<file path="src/rtl/adder_4bit.sv">
// Registered 4-bit ripple-carry adder with one-cycle latency and asynchronous active-high reset.
// Optional signed-overflow output is enabled by defining ADDER_4BIT_OVERFLOW_EN.
module adder_4bit (
    input  logic       clk,
    input  logic       rst,
    input  logic [3:0] A,
    input  logic [3:0] B,
    input  logic       Cin,
    output logic [3:0] sum,
    output logic       carry
`ifdef ADDER_4BIT_OVERFLOW_EN
    ,
    output logic       overflow
`endif
);

    // One full-adder cell: returns {carry_out, sum_bit}.
    function automatic logic [1:0] full_add(input logic a, input logic b, input logic ci);
        full_add = {(a & b) | (ci & (a ^ b)), a ^ b ^ ci};
    endfunction

    logic [3:0] sum_s;
    logic [4:0] c_s;
    logic [3:0] sum_r;
    logic       carry_r;

    // Ripple the carry through the four full-adder stages, c[0] fed by Cin.
    always_comb begin
        logic [4:0] c_v;
        logic [1:0] fa_v;
        c_v    = 5'b00000;
        sum_s  = 4'b0000;
        fa_v   = 2'b00;
        c_v[0] = Cin;
        for (int i = 0; i < 4; i++) begin
            fa_v       = full_add(A[i], B[i], c_v[i]);
            sum_s[i]   = fa_v[0];
            c_v[i+1]   = fa_v[1];
        end
        c_s = c_v;
    end

    // Output registers; reset forces zero immediately and discards any pending result.
    always_ff @(posedge clk or posedge rst) begin
        if (rst) begin
            sum_r   <= 4'b0000;
            carry_r <= 1'b0;
        end else begin
            sum_r   <= sum_s;
            carry_r <= c_s[4];
        end
    end

    assign sum   = sum_r;
    assign carry = carry_r;

`ifdef ADDER_4BIT_OVERFLOW_EN
    logic overflow_r;

    // Two's-complement overflow: carry into the MSB differs from carry out of it.
    always_ff @(posedge clk or posedge rst) begin
        if (rst) begin
            overflow_r <= 1'b0;
        end else begin
            overflow_r <= c_s[4] ^ c_s[3];
        end
    end

    assign overflow = overflow_r;
`endif

endmodule

</file>
<file path="config.mk">
export PLATFORM = sky130hd
export DESIGN_NAME = adder_4bit
export DESIGN_NICKNAME = d
export VERILOG_FILES = /design/src/rtl/adder_4bit.sv
export SDC_FILE = /design/constraint.sdc
export NUM_CORES = 1
export LEC_CHECK = 0
export BUFFER_PORTS_ARGS = -buffer_cell sky130_fd_sc_hd__buf_2
export CAP_MARGIN = 5
export CORE_AREA = 2 2 39 41
export DETAILED_ROUTE_END_ITERATION = 12
export DIE_AREA = 0 0 41 43
export HOLD_SLACK_MARGIN = 0.08
export PLACE_DENSITY = 0.5
export SETUP_SLACK_MARGIN = 0.1
export SKIP_LAST_GASP = 1
export SYNTH_ARGS = -nofsm -noshare
export SYNTH_HDL_FRONTEND = slang
export SYNTH_SLANG_ARGS = --single-unit
</file>
<file path="constraint.sdc">
create_clock -name clk -period 0.8 [get_ports clk]
set_clock_uncertainty 0.05 [all_clocks]
set_input_delay 0.04 -clock clk [delete_from_list [all_inputs] [get_ports clk]]
set_output_delay 0.04 -clock clk [all_outputs]
set_load 0.02 [all_outputs]
</file>
==> results.cfg <==
[cells_and_area]
ratio_of_cells_with_drive_above_1_in_the_final_layout_pct = 70.0
layout.cell_area.non_filler_um2 = 453
fillCellCount = 140
final_net_count = 56
antennaDiodeCount = 0
flow.area_growth_from_synthesis_pct = 83.8

[drt]
wire_per_inst_um = 8.18
avgViaCountPerCell = 3.38
detail_route.drc_violations = 0
postRouteAntennaNets = 0
drt-initial-drc-count = 0
routed_wirelength_um = 458
routed-via-count = 189
drt_first_pass_iters = 1

[worst_setup_path]
critPathKind = primary input to flip-flop
cp_data_required_time_ns = 0.92
critPathArrivalTime_ns = 1.62
crit_fanout = 1
end_kind = flip-flop
setup.worst_path.start_class = primary input

[clock_tree]
post-cts-setup-buffers = 0
cts-buffers-inserted = 3
cts-htree-levels = 1
tritoncts = built
cts-root-to-sink-buffers = 2
ctsRootBufferMaster = sky130_fd_sc_hd__clkbuf_4
cts.hold.buffers_added = 1
clock-sinks = 5
cts.reportedPaths.clkPinSlew_ns = 0.04

[yosys]
post_synth_cell_types = 3
ys_seq_elements = 5
yosys.area.top_type = sky130_fd_sc_hd__dfrtp_1
synthesized_area_um2 = 246
mappedNetlistNets = 35
yosysSeqAreaShare_pct = 50.8
synthesis.instances = 20
synth.avg_cell_area_um2 = 12.3
synth_largest_type_area_fraction_pct = 50.8
synthesis.yosys.warnings = 0
post_synth_main_area_contributors = sky130_fd_sc_hd__dfrtp_1, sky130_fd_sc_hd__fa_1, sky130_fd_sc_hd__inv_1

[power]
p_clk_share_pct = 32.5
power-per-cell-area_nw_per_um2 = 1910
sw_frac_of_total_pct = 27.8
sequentialPowerShare_pct = 36.4
post-layout-total-power_w = 0.000865
p_leak_nw = 0.234
ir_drop_mv = 0.455
p_int_w = 0.000625
net-switching-power_w = 0.000240
pwr-share-comb_pct = 31.2

[timing]
worst_hold_slack_ns = 0.0727
finalHoldViolations = 0
timing.final.max_slew_violations = 0
ratio_of_final_minimum_period_to_clock_period_pct = 187
timing.final.ws_setup_ns = -0.700
worst_slew_margin_rel_pct = 88.2
actual_slew_at_the_worst_max_slew_pin_ns = 0.177
finalSetupViolCount = 9
period_minus_slack_ns = 1.50
fmax_mhz = 667
rsz0062_at_grt = true

[hold_path]
worstHoldStart = B[1]
worst_hold_path.endpoint = sum[1]
worst_hold_path_type = primary input to flip-flop
whs_path_depth = 2

[place]
finalWeightedCongestion = 0.618
number_of_buffer_cells_added_on_primary_ports = 15
detailed_place.area_um2 = 369
pre_cts_slack_ns = -1.00
dp_hpwl_um = 408

[floorplanning]
die-height_um = 43
row_count = 14
core_um2 = 1380
top_level_ports = 16
fp.dieArea_um2 = 1760
floorplan.initialDensity_pct = 17.8
die_width_um = 41

[grt]
grt_first_pass_wirelength_um = 759
grt_overflow = 0
grt_pass1_vias = 232
grt_max_degree = 6
number_of_antenna_violations_at_the_first_check_in_global_routing = 0
grt_usage_pct = 7.01

[status]
run_status = complete, but fails checks
violations = setup timing

[job]
max-cap-violations = 0
## kinds of logic (layout without fill, tap and decap cells)
kind of cell | Yosys count | count (layout) | synth area share [%]
fa+ha+maj | 4 | 4 | 32.5
flops | 5 | 5 | 50.8
buf+inv | 11 | 31 | 16.8
## cells in the final DEF, fill, tap and decap left out, drive strengths merged
cell type and count:
clkbuf 4, dfrtp 5, dlygate4sd3 1, buf 15
inv 11, fa 4
## final cells by class
| class | count | area (µm²) | area share (%) |
|---|---|---|---|
| sequential | 5 | 125 | 27.6 |
| inverter | 11 | 58.8 | 13.0 |
| clock buffer | 4 | 26.3 | 5.80 |
| tap | 16 | 20.0 | 4.42 |
| multi-input combinational | 4 | 90.1 | 19.9 |
| timing repair buffer | 16 | 133 | 29.3 |
## Yosys cell counts, drive strengths merged
master	instances
fa	4
dfrtp	5
inv	11
## layer usage
layer,vias to the layer above,global-route usage [%],share of wire (%)
met5,-,0,0
met4,0,8.00,0
met3,0,3.14,15
met2,16,10.6,50
met1,85,5.67,35
li1,88,-,-
## power by group through the flow
| stage | Clock (W) | Combinational (W) | Sequential (W) |
|---|---|---|---|
| after floorplan | 0 | 0.0000599 | 0.000364 |
| after global placement | 0 | 0.000208 | 0.000306 |
| after detailed placement | 0 | 0.000213 | 0.000308 |
| after CTS | 0.000296 | 0.000274 | 0.000315 |
| after global routing | 0.000319 | 0.000298 | 0.000316 |
| final | 0.000281 | 0.000270 | 0.000315 |
## state kept, by name, indices dropped and copies added (netlist names)
register / cells
sum: 4
carry: 1
## worst max-delay path: stages
cell	delay, ns
sky130_fd_sc_hd__buf_8	0.11
sky130_fd_sc_hd__inv_12	0.04
sky130_fd_sc_hd__fa_2	0.18
sky130_fd_sc_hd__inv_2	0.04
sky130_fd_sc_hd__fa_2	0.33
sky130_fd_sc_hd__fa_2	0.34
sky130_fd_sc_hd__inv_2	0.06
sky130_fd_sc_hd__fa_2	0.42
sky130_fd_sc_hd__inv_1	0.07
## worst max-delay path by stage
stage	slack [ns]	from	cells after the start	endpoint
floorplan	-0.77	A[0]	8	sum[3]
global placement	-0.99	A[0]	9	sum[3]
detailed placement	-1.00	A[0]	9	sum[3]
CTS	-0.70	A[0]	9	sum[3]
global route	-0.73	A[0]	9	sum[3]
finish	-0.70	A[0]	9	sum[3]
## per-stage QoR
step	cells	TNS, ns	utilization (%)
floorplan	20	-2.04	-
global placement	51	-3.06	26.7
detailed placement	51	-3.12	26.7
CTS	56	-1.82	32.7
global route	56	-1.98	32.7
finish	56	-1.77	32.7
## what timing repair did
| item | in CTS | in global routing |
|---|---|---|
| setup endpoints to repair | 10 | 9 |
| resized for setup | 16 | 0 |
| endpoints found under the hold margin | 7 | 2 |
Note: power is estimated with default switching activity, not from simulation.
